[config.mk]
export PLATFORM = sky130hd
export DESIGN_NAME = counter_ctrl_flat
export DESIGN_NICKNAME = d
export VERILOG_FILES = /design/src/rtl/counter_ctrl_if.sv /design/src/rtl/counter_ctrl.sv /design/src/flat_wrapper.sv
export SDC_FILE = /design/constraint.sdc
export NUM_CORES = 1
export LEC_CHECK = 0
export CAP_MARGIN = 20
export CORE_ASPECT_RATIO = 1.1
export CORE_MARGIN = 2
export CORE_UTILIZATION = 52
export DETAILED_ROUTE_END_ITERATION = 7
export PLACE_DENSITY = 0.81
export SYNTH_ARGS = -nofsm -noshare
export SYNTH_HDL_FRONTEND = slang
export SYNTH_SLANG_ARGS = --single-unit
[constraint.sdc]
create_clock -name clk -period 3.9 [get_ports clk]
set_input_delay 0.78 -clock clk [delete_from_list [all_inputs] [get_ports clk]]
set_output_delay 0.78 -clock clk [all_outputs]
set_load 0.02 [all_outputs]
[src/rtl/counter_ctrl_if.sv]
// Bundle of the control, status and configuration signals for counter_ctrl.
// start/stop/ack are single-cycle command pulses sampled on posedge clk,
// pause is a level; there is no valid/ready back-pressure on any of them: a
// pulse that the FSM cannot use in its current state is simply dropped.
interface counter_ctrl_if #(
    parameter int WIDTH = 4
);
    logic             start;
    logic             stop;
    logic             pause;
    logic [WIDTH-1:0] tc_in;
    logic             auto_reload;
    logic             ack;
    logic [WIDTH-1:0] q;
    logic             busy;
    logic             done;
    logic             overrun;
    logic [1:0]       state;

    // Driver side (bench or host controller)
    modport master (
        output start, stop, pause, tc_in, auto_reload, ack,
        input  q, busy, done, overrun, state
    );

    // Counter side
    modport slave (
        input  start, stop, pause, tc_in, auto_reload, ack,
        output q, busy, done, overrun, state
    );
endinterface

[src/rtl/counter_ctrl.sv]
// Run/pause/stop counter with a programmable terminal count, one-shot or
// periodic (auto-reload) mode, a done flag cleared by ack and a sticky overrun
// flag for terminal events that arrive while done is still pending.
module counter_ctrl #(
    parameter int WIDTH = 4
) (
    input  logic          clk,
    input  logic          reset,
    counter_ctrl_if.slave bus
);

    typedef enum logic [1:0] {
        S_IDLE  = 2'b00,
        S_RUN   = 2'b01,
        S_PAUSE = 2'b10,
        S_DONE  = 2'b11
    } state_e;

    state_e           state_q, state_d;
    logic [WIDTH-1:0] q_q, q_d;
    logic [WIDTH-1:0] tc_q, tc_d;
    logic             mode_q, mode_d;
    logic             done_q, done_d;
    logic             overrun_q, overrun_d;

    // Next-state and register-update logic for the whole controller
    always_comb begin
        state_d   = state_q;
        q_d       = q_q;
        tc_d      = tc_q;
        mode_d    = mode_q;
        done_d    = done_q;
        overrun_d = overrun_q;

        unique case (state_q)
            S_IDLE: begin
                if (bus.start) begin
                    tc_d      = bus.tc_in;
                    mode_d    = bus.auto_reload;
                    q_d       = '0;
                    overrun_d = 1'b0;
                    // A zero terminal count is a terminal event on the start edge
                    if (bus.tc_in == '0) begin
                        done_d  = 1'b1;
                        state_d = bus.auto_reload ? S_RUN : S_DONE;
                    end else begin
                        done_d  = 1'b0;
                        state_d = S_RUN;
                    end
                end
            end

            S_RUN: begin
                if (bus.stop) begin
                    state_d = S_IDLE;
                    q_d     = '0;
                    done_d  = 1'b0;
                end else begin
                    done_d = done_q & ~bus.ack;
                    if (bus.pause) begin
                        state_d = S_PAUSE;
                    end else if (q_q == tc_q) begin
                        // Terminal event: set wins over a coincident ack, and
                        // only an un-acked pending done counts as an overrun
                        if (done_q && !bus.ack) begin
                            overrun_d = 1'b1;
                        end
                        done_d = 1'b1;
                        if (mode_q) begin
                            q_d = '0;
                        end else begin
                            state_d = S_DONE;
                        end
                    end else begin
                        q_d = q_q + 1'b1;
                    end
                end
            end

            S_PAUSE: begin
                if (bus.stop) begin
                    state_d = S_IDLE;
                    q_d     = '0;
                    done_d  = 1'b0;
                end else begin
                    done_d = done_q & ~bus.ack;
                    if (!bus.pause) begin
                        state_d = S_RUN;
                    end
                end
            end

            S_DONE: begin
                if (bus.stop) begin
                    state_d = S_IDLE;
                    q_d     = '0;
                    done_d  = 1'b0;
                end else if (bus.ack) begin
                    if (bus.start) begin
                        tc_d      = bus.tc_in;
                        mode_d    = bus.auto_reload;
                        q_d       = '0;
                        overrun_d = 1'b0;
                        if (bus.tc_in == '0) begin
                            done_d  = 1'b1;
                            state_d = bus.auto_reload ? S_RUN : S_DONE;
                        end else begin
                            done_d  = 1'b0;
                            state_d = S_RUN;
                        end
                    end else begin
                        state_d = S_IDLE;
                        done_d  = 1'b0;
                    end
                end
            end

            default: state_d = S_IDLE;
        endcase
    end

    // State and datapath registers with synchronous reset
    always_ff @(posedge clk) begin
        if (reset) begin
            state_q   <= S_IDLE;
            q_q       <= '0;
            tc_q      <= '0;
            mode_q    <= 1'b0;
            done_q    <= 1'b0;
            overrun_q <= 1'b0;
        end else begin
            state_q   <= state_d;
            q_q       <= q_d;
            tc_q      <= tc_d;
            mode_q    <= mode_d;
            done_q    <= done_d;
            overrun_q <= overrun_d;
        end
    end

    assign bus.q       = q_q;
    assign bus.done    = done_q;
    assign bus.overrun = overrun_q;
    assign bus.state   = state_q;
    assign bus.busy    = (state_q == S_RUN) || (state_q == S_PAUSE);

endmodule
[src/flat_wrapper.sv]
// flat-port wrapper written by rule: the top's interface ports become plain ports
module counter_ctrl_flat 
#(
    parameter int WIDTH = 4
)
  (clk, reset, bus_start, bus_stop, bus_pause, bus_tc_in, bus_auto_reload, bus_ack, bus_q, bus_busy, bus_done, bus_overrun, bus_state);
  counter_ctrl_if #(.WIDTH(WIDTH)) bus_i ();
  input  logic clk;
  input  logic reset;
  input wire logic [$bits(bus_i.start)-1:0] bus_start;
  input wire logic [$bits(bus_i.stop)-1:0] bus_stop;
  input wire logic [$bits(bus_i.pause)-1:0] bus_pause;
  input wire logic [$bits(bus_i.tc_in)-1:0] bus_tc_in;
  input wire logic [$bits(bus_i.auto_reload)-1:0] bus_auto_reload;
  input wire logic [$bits(bus_i.ack)-1:0] bus_ack;
  output wire logic [$bits(bus_i.q)-1:0] bus_q;
  output wire logic [$bits(bus_i.busy)-1:0] bus_busy;
  output wire logic [$bits(bus_i.done)-1:0] bus_done;
  output wire logic [$bits(bus_i.overrun)-1:0] bus_overrun;
  output wire logic [$bits(bus_i.state)-1:0] bus_state;
  assign bus_i.start = bus_start;
  assign bus_i.stop = bus_stop;
  assign bus_i.pause = bus_pause;
  assign bus_i.tc_in = bus_tc_in;
  assign bus_i.auto_reload = bus_auto_reload;
  assign bus_i.ack = bus_ack;
  assign bus_q = bus_i.q;
  assign bus_busy = bus_i.busy;
  assign bus_done = bus_i.done;
  assign bus_overrun = bus_i.overrun;
  assign bus_state = bus_i.state;
  counter_ctrl #(.WIDTH(WIDTH)) u_core (.clk(clk), .reset(reset), .bus(bus_i));
endmodule
* Word-level counts from Yosys, hierarchy flattened
Cells that the tools add are included.
Word-level totals: output and inout bits 9, word-level logic and storage cells 87, bits in registers 13, input bits 11
Operators by class: $add $sub $neg 1, reduce and logical (&&, ||, !) cells 12, bitwise operators 2, mux-type cells 48, equality and inequality tests 18
Operator list (count):
- $mux 4 | 11
- $mux 2 | 12
- $mux 1 | 19
- $pmux 4 s4 | 1
- $ne 2x2->1 const B | 6
- $ne 3x3->1 const B | 3
- $ne 4x3->1 const B | 2
- $pmux 2 s4 | 1
- $pmux 4 s2 | 1
- $reduce_and 7->1 | 1
- $reduce_and 5->1 | 1
- $add 4x1->4 const B | 1
- $eq 2x2->1 const B | 2
- $eq 4x4->1 | 1
- $logic_not 4->1 | 1
- $ne 2x1->1 const B | 2
- $ne 4x4->1 const B | 1
- $pmux 1 s4 | 1
- $reduce_and 4->1 | 1
- $pmux 1 s3 | 1
- $reduce_and 3->1 | 1
- $reduce_bool 3->1 | 1
- $eq 2x1->1 const B | 1
- $logic_not 2->1 | 1
- 8 further kinds | 8

* Depth between registers and ports, before layout
Gate-level depths: netlist of the first run.
depth in word-level cells 7, mapped depth 6, depth with buffers taken out 6

* Least setup slack after synthesis of the first run
OpenSTA, ideal clock, no wires.
kind in2reg, start point input port bus_stop, end point register u_core.q_q[0], in the netlist u_core.bus.q[0], arrival time 1.830 ns, path slack 1.996 ns, library setup time 0.073 ns, data required time 3.827 ns, stages 5, buffers on the path 1, cell sequence buf_6 -> or4b_4 -> a41oi_2 -> nand2_1 -> o22ai_2
On the way: cells in the longest elaborated chain, start to end 2, elaborated cells between the ends (all ways) 8, classes of those cells 4 x eq/ne; 3 x mux; 1 x reduce/logical
RTL lines:
- from (decl) | line flat_wrapper.sv:11 | input wire logic [$bits(bus_i.stop)-1:0] bus_stop;
- $ne 4x3->1 (no source line) (tied with other cells)
- $reduce_and 4->1 (no source line) / $pmux 4 s4 (equally long branches)
- to (signal assigned) | line counter_ctrl.sv:133 | q_q <= q_d;
- to (decl) | line counter_ctrl.sv:20 | logic [WIDTH-1:0] q_q, q_d;
Parallel ways exist; a longest one is shown, timed or not. A chain may end at the register's enable or synchronous reset.

* Worst setup path in the final report of the first run
start point register u_core.state_q[1], in the netlist u_core.bus.state[1], end point output port bus_busy
On the way: cells in the longest elaborated chain, start to end 2, elaborated cells between the ends (all ways) 3, classes of those cells 2 x eq/ne; 1 x reduce/logical
RTL lines:
- from (decl) | line counter_ctrl.sv:19 | state_e state_q, state_d;
- from (signal assigned) | line counter_ctrl.sv:132 | state_q <= state_d;
- $eq 2x1->1 / $eq 2x2->1 (equally long branches) | line counter_ctrl.sv:145 | assign bus.busy = (state_q == S_RUN) || (state_q == S_PAUSE);
- $logic_or 1x1->1 * | line counter_ctrl.sv:145
- to (decl) | line flat_wrapper.sv:17 | output wire logic [$bits(bus_i.busy)-1:0] bus_busy;
Every way passes the cells marked *; elsewhere a longest branch is shown, timed or not.

==> results.py, run 1 <==
metrics = {
    "critical_path": {
        "endpoint_kind": "output pin",
        "crit_required_ns": 3.12,
        "startpoint_type": "register",
        "reg2reg_to": "u_core.bus.state[1]$_SDFFE_PP0P_",
        "r2r_cells": 6,
        "crit_fanout": 5,
        "r2r_slack_ns": 1.99,
        "worstPathArrival_ns": 1.69,
        "worstSetupStartpoint": "u_core.bus.state[1]$_SDFFE_PP0P_",
        "reg2reg_from": "u_core.bus.state[1]$_SDFFE_PP0P_",
        "worstSetupEndpoint": "bus_busy",
        "crit_type": "register to output pin",
    },
    "synth": {
        "netlist_instances": 101,
        "synth-seq-area-share_pct": 29.4,
        "ys_ff_latch": 13,
        "avgSynthCellArea_um2": 8.77,
        "ys_warn_count": 0,
        "syn-num-nets": 118,
        "yosysUniqueCellTypes": 37,
        "synth_area_um2": 886,
    },
    "timing": {
        "totalNegativeSetupSlack_ns": 0,
        "tightest_slew_ns": 0.483,
        "max_freq_mhz": 405,
        "fin_crit_sh_pct": 63.3,
        "worst_slack_ns": 1.43,
        "finalHoldViolations": 0,
        "drv_slew": 0,
        "setup_violations": 0,
        "period_minus_slack_ns": 2.47,
        "grt_setup_unrepaired": "false",
        "slew_headroom_pct": 67.8,
        "clock_skew_ns": 0.00149,
    },
    "cts": {
        "cts_tree": "yes",
        "htree_num_levels": 1,
        "postCtsHoldBufs": 0,
        "ctsResizeCount": 0,
        "clock_sinks": 13,
        "numCtsBuffers": 3,
        "clock_latency_ns": 0.28,
        "clockRootBuffer": "clkbuf_4",
        "post-cts-setup-buffers": 0,
        "clk_path_buf_depth": 2,
        "clk_pin_slew_ns": 0.08,
    },
    "place": {
        "dp_hpwl_mm": 1.50,
        "place_congestion": 0.831,
        "port_buffers": 19,
        "dp_slack_ns": 1.34,
    },
    "grt": {
        "grt_pass1_vias": 758,
        "grt_max_degree": 16,
        "grt_pass1_wl_mm": 3.34,
        "grt_overflow": 0,
        "antenna_found_initial": 0,
        "grt_usage_pct": 21.6,
    },
    "routing": {
        "post_drt_wl_per_cell_um": 14.2,
        "routed_wl_mm": 1.97,
        "first_pass_iters": 7,
        "drc": 0,
        "ant_nets": 0,
        "num_vias": 832,
        "via_per_inst": 5.99,
        "drt_iter0_drc": 23,
    },
    "die": {
        "dieHeight_um": 47.3,
        "ios": 20,
        "rows": 15,
        "core-area_mm2": 0.00158,
        "die_w_um": 43.4,
        "dieArea_mm2": 0.00205,
        "initial_core_util_pct": 56.2,
    },
    "power_and_ir_drop": {
        "p_leak_nw": 0.407,
        "ir_worst_vdd_uv": 222,
        "power_density_mw_per_mm2": 307,
    },
    "layout": {
        "num-nets-final": 140,
        "final_cell_mix": "clkdlybuf4s50_1, nor2_1, dfxtp_1",
        "antenna_cells": 0,
        "fill_cells": 133,
        "drive_gt1_share_pct": 6.56,
        "final_common_cell": "clkdlybuf4s50_1",
        "area_growth_pct": 25.1,
    },
    "worst_hold_path": {
        "hp-class": "register to register",
    },
    "flow_run": {
        "cap_violations": 0,
    },
    "outcome": {
        "status": "finished clean",
    },
}
-- flip-flops by register name (all words and copies together) (netlist names) --
name	flops
u_core.bus.done	1
u_core.bus.q	4
u_core.bus.overrun	1
u_core.tc_q	4
u_core.bus.state	2
u_core.mode_q	1
-- layer usage --
metal  routed length [um]  GRT usage (%)
met1                  810           26.5
met4                   29           9.09
met2                  993           39.1
met3                  140           2.31
met5                    0              0
-- cell type report --
| type | count | area [um2] | area share, % |
|---|---|---|---|
| Inverter | 5 | 18.8 | 1.69 |
| Tap cell | 17 | 21.3 | 1.92 |
| Clock buffer | 4 | 26.3 | 2.37 |
| Timing Repair Buffer | 19 | 190 | 17.2 |
| Sequential cell | 13 | 260 | 23.5 |
| Multi-Input combinational cell | 81 | 592 | 53.4 |
-- kinds of logic after synthesis --
group                    count (synthesis)  synth area share, %
AO/OA/AOI/OAI                           22                 19.5
XOR/XNOR                                 4                 3.95
adder cells (fa/ha/maj)                  6                 8.47
buffers and inverters                    7                 3.81
flip-flops                              13                 29.4
multiplexers                             6                 6.78
AND/OR/NAND/NOR                         43                 28.1
-- worst min path at each step --
stage | to | from | cells after the start
final | u_core.bus.done$_SDFFE_PP0P_ | u_core.bus.done$_SDFFE_PP0P_ | 2
after global routing | u_core.bus.done$_SDFFE_PP0P_ | u_core.bus.done$_SDFFE_PP0P_ | 2
after CTS | u_core.bus.done$_SDFFE_PP0P_ | u_core.bus.done$_SDFFE_PP0P_ | 2
after detailed placement | u_core.tc_q[0]$_SDFFE_PP0P_ | u_core.tc_q[0]$_SDFFE_PP0P_ | 2
after global placement | u_core.tc_q[3]$_SDFFE_PP0P_ | u_core.tc_q[3]$_SDFFE_PP0P_ | 2
after floorplan | u_core.mode_q$_SDFFE_PP0P_ | u_core.mode_q$_SDFFE_PP0P_ | 2
-- cell usage after synthesis --
library cell | number | area (um2)
nor4b_1 | 1 | 8.76
a31oi_1 | 1 | 6.26
o21a_1 | 1 | 7.51
a41oi_1 | 1 | 8.76
nand3_1 | 3 | 15.0
a2111oi_0 | 1 | 8.76
a41oi_2 | 1 | 16.3
nor3b_1 | 2 | 15.0
dfxtp_1 | 13 | 260
ha_1 | 6 | 75.1
nand3b_1 | 1 | 7.51
nand2b_1 | 10 | 62.6
xnor2_1 | 4 | 35.0
a211oi_1 | 2 | 15.0
nor2b_1 | 4 | 25.0
o21ai_0 | 4 | 20.0
nor3_1 | 1 | 5.00
a211oi_2 | 1 | 12.5
o211ai_1 | 1 | 7.51
a21oi_2 | 1 | 8.76
nor4_1 | 1 | 6.26
nor2_1 | 13 | 48.8
and2_1 | 2 | 12.5
mux2i_1 | 6 | 60.1
a21oi_1 | 3 | 15.0
o31a_1 | 2 | 17.5
or4_1 | 1 | 7.51
and4_1 | 1 | 8.76
buf_6 | 1 | 11.3
inv_1 | 5 | 18.8
clkbuf_1 | 1 | 3.75
or4b_4 | 1 | 13.8
o22ai_2 | 1 | 12.5
and3b_1 | 1 | 8.76
nand2_1 | 1 | 3.75
a311oi_1 | 1 | 8.76
o21bai_1 | 1 | 7.51
-- worst max-delay path: stages (launching register included) --
cell	delay (ns)
dfxtp_1	0.42
inv_1	0.10
ha_1	0.29
clkdlybuf4s50_1	0.60
-- power breakdown --
group | leakage, nW | switching [mW] | internal, mW | total (mW)
combinational | 0.286 | 0.0555 | 0.0496 | 0.105
sequential | 0.106 | 0.00723 | 0.141 | 0.148
clock | 0.0150 | 0.0470 | 0.0398 | 0.0868
-- metrics by stage --
stage	util [%]	total power, mW	area (um2)	hold slack [ns]	std cells
6_report	70.3	0.340	1110	0.522	139
3_3_place_gp	68.7	0.254	1080	0.509	135
5_1_grt	70.3	0.355	1110	0.543	139
4_1_cts	70.3	0.338	1110	0.526	139
2_1_floorplan	-	0.220	886	0.479	101
3_5_place_dp	68.7	0.255	1080	0.511	135
(Power assumes the default switching activity.)
==> run 2, diff against run 1 <==
- CORE_UTILIZATION: 52 -> 49
- PLACE_DENSITY: 0.81 -> 0.77
- clock period: 3.9 -> 2.4 ns (I/O delays scaled with it)
==> run 2 against run 1 <==
Against the previous run:
- register-to-register slack worse by 1.5 ns
- die area is 5.6% higher
- design area up 0.79%
- combinational power rose by 61%
- sequential power grew 63%
==> results.py, run 2 (synthesis results as in run 1) <==
metrics = {
    "outcome": {
        "status": "finished clean",
    },
    "layout": {
        "final_common_cell": "clkdlybuf4s50_1",
        "antenna_cells": 0,
        "num-nets-final": 141,
        "final_cell_mix": "clkdlybuf4s50_1, nor2_1, dfxtp_1",
        "post-route-util_pct": 64.2,
        "area_growth_pct": 26.1,
        "fill_cells": 165,
        "drive_gt1_share_pct": 7.32,
    },
    "critical_path": {
        "worstPathArrival_ns": 1.71,
        "r2r_cells": 6,
        "startpoint_type": "register",
        "reg2reg_from": "u_core.bus.state[0]$_SDFFE_PP0P_",
        "crit_fanout": 5,
        "crit_type": "register to output pin",
        "r2r_slack_ns": 0.54,
        "crit_required_ns": 1.92,
        "reg2reg_to": "u_core.bus.q[0]$_SDFFE_PP0P_",
        "endpoint_kind": "output pin",
    },
    "timing": {
        "drv_slew": 0,
        "grt_setup_unrepaired": "false",
        "fin_crit_sh_pct": 91.2,
        "totalNegativeSetupSlack_ns": 0,
        "slew_headroom_pct": 69.8,
        "setup_violations": 0,
        "period_minus_slack_ns": 2.19,
        "max_freq_mhz": 457,
        "finalHoldViolations": 0,
        "clock_skew_ns": 0.00728,
        "tightest_slew_ns": 0.453,
    },
    "grt": {
        "grt_max_degree": 15,
        "grt_overflow": 0,
        "grt_pass1_vias": 810,
        "antenna_found_initial": 0,
        "grt_pass1_wl_mm": 3.37,
        "grt_usage_pct": 20.0,
    },
    "cts": {
        "clock_sinks": 13,
        "post-cts-setup-buffers": 0,
        "clk_path_buf_depth": 2,
        "clk_pin_slew_ns": 0.08,
        "cts_tree": "yes",
        "postCtsHoldBufs": 0,
        "ctsResizeCount": 0,
        "clock_latency_ns": 0.27,
        "htree_num_levels": 1,
        "clockRootBuffer": "clkbuf_4",
        "numCtsBuffers": 3,
    },
    "place": {
        "place_congestion": 0.870,
        "port_buffers": 19,
        "dp_hpwl_mm": 1.54,
    },
    "routing": {
        "num_vias": 816,
        "post_drt_wl_per_cell_um": 13.9,
        "drt_iter0_drc": 10,
        "routed_wl_mm": 1.96,
        "first_pass_iters": 4,
        "ant_nets": 0,
        "drc": 0,
        "via_per_inst": 5.79,
    },
    "die": {
        "dieHeight_um": 48.6,
        "rows": 16,
        "dieArea_mm2": 0.00216,
        "ios": 20,
        "core-area_mm2": 0.00174,
        "die_w_um": 44.5,
        "initial_core_util_pct": 50.9,
    },
    "flow_run": {
        "cap_violations": 0,
    },
    "power_and_ir_drop": {
        "power_density_mw_per_mm2": 489,
        "ir_worst_vdd_uv": 289,
        "p_leak_nw": 0.412,
    },
    "worst_hold_path": {
        "hp-class": "register to register",
        "holdPathStages": 2,
        "holdPathEnd": "u_core.bus.done$_SDFFE_PP0P_",
        "min-delay-start": "u_core.bus.done$_SDFFE_PP0P_",
    },
}
run 2: changes by cell type in the layout (fill, tap and decap cells not counted):
cell	delta
buf_4	+1
run 2: worst max path at each step:
stage / start / depth (start not counted) / slack (ns) / endpoint
2_1_floorplan: u_core.bus.state[0]$_SDFFE_PP0P_ / 6 / 0.55 / u_core.bus.q[0]$_SDFFE_PP0P_
3_3_place_gp: bus_stop / 5 / 0.27 / u_core.bus.q[0]$_SDFFE_PP0P_
3_5_place_dp: bus_stop / 5 / 0.22 / u_core.bus.state[1]$_SDFFE_PP0P_
4_1_cts: u_core.bus.state[0]$_SDFFE_PP0P_ / 3 / 0.20 / bus_busy
5_1_grt: u_core.bus.state[1]$_SDFFE_PP0P_ / 3 / 0.13 / bus_busy
6_report: u_core.bus.state[0]$_SDFFE_PP0P_ / 3 / 0.21 / bus_busy
run 2: cell type report:
class                      instances  area [um2]  share of cell area [%]
multi-input combinational         81         592                    53.0
sequential                        13         260                    23.3
timing repair buffer              20         198                    17.7
clock buffer                       4        26.3                    2.35
tap                               18        22.5                    2.02
inverter                           5        18.8                    1.68
run 2: critical path, stage by stage (launching register included):
cell	delay, ns
dfxtp_1	0.43
inv_1	0.11
ha_1	0.30
clkdlybuf4s50_1	0.60
run 2: power breakdown:
group	switching [mW]	leakage, nW	total (mW)	internal, mW
combinational	0.0879	0.291	0.169	0.0815
clock	0.0714	0.0150	0.136	0.0644
sequential	0.0127	0.106	0.241	0.229
run 2: per-stage QoR:
stage	instance area [um2]	cells	hold WS (ns)	setup WS (ns)	total power, mW
4_1_cts	1120	141	0.520	0.203	0.550
5_1_grt	1120	141	0.557	0.131	0.578
2_1_floorplan	886	101	0.479	0.554	0.357
3_5_place_dp	1090	137	0.509	0.217	0.415
6_report	1120	141	0.513	0.212	0.546
3_3_place_gp	1090	137	0.509	0.269	0.413
run 2: metal layers:
metal | vias up | track usage (%) | wire [um]
li1 | 406 | - | -
met1 | 382 | 25.3 | 844
met2 | 23 | 33.8 | 1010
met3 | 5 | 2.24 | 82
met4 | 0 | 7.07 | 27
met5 | - | 0 | 0
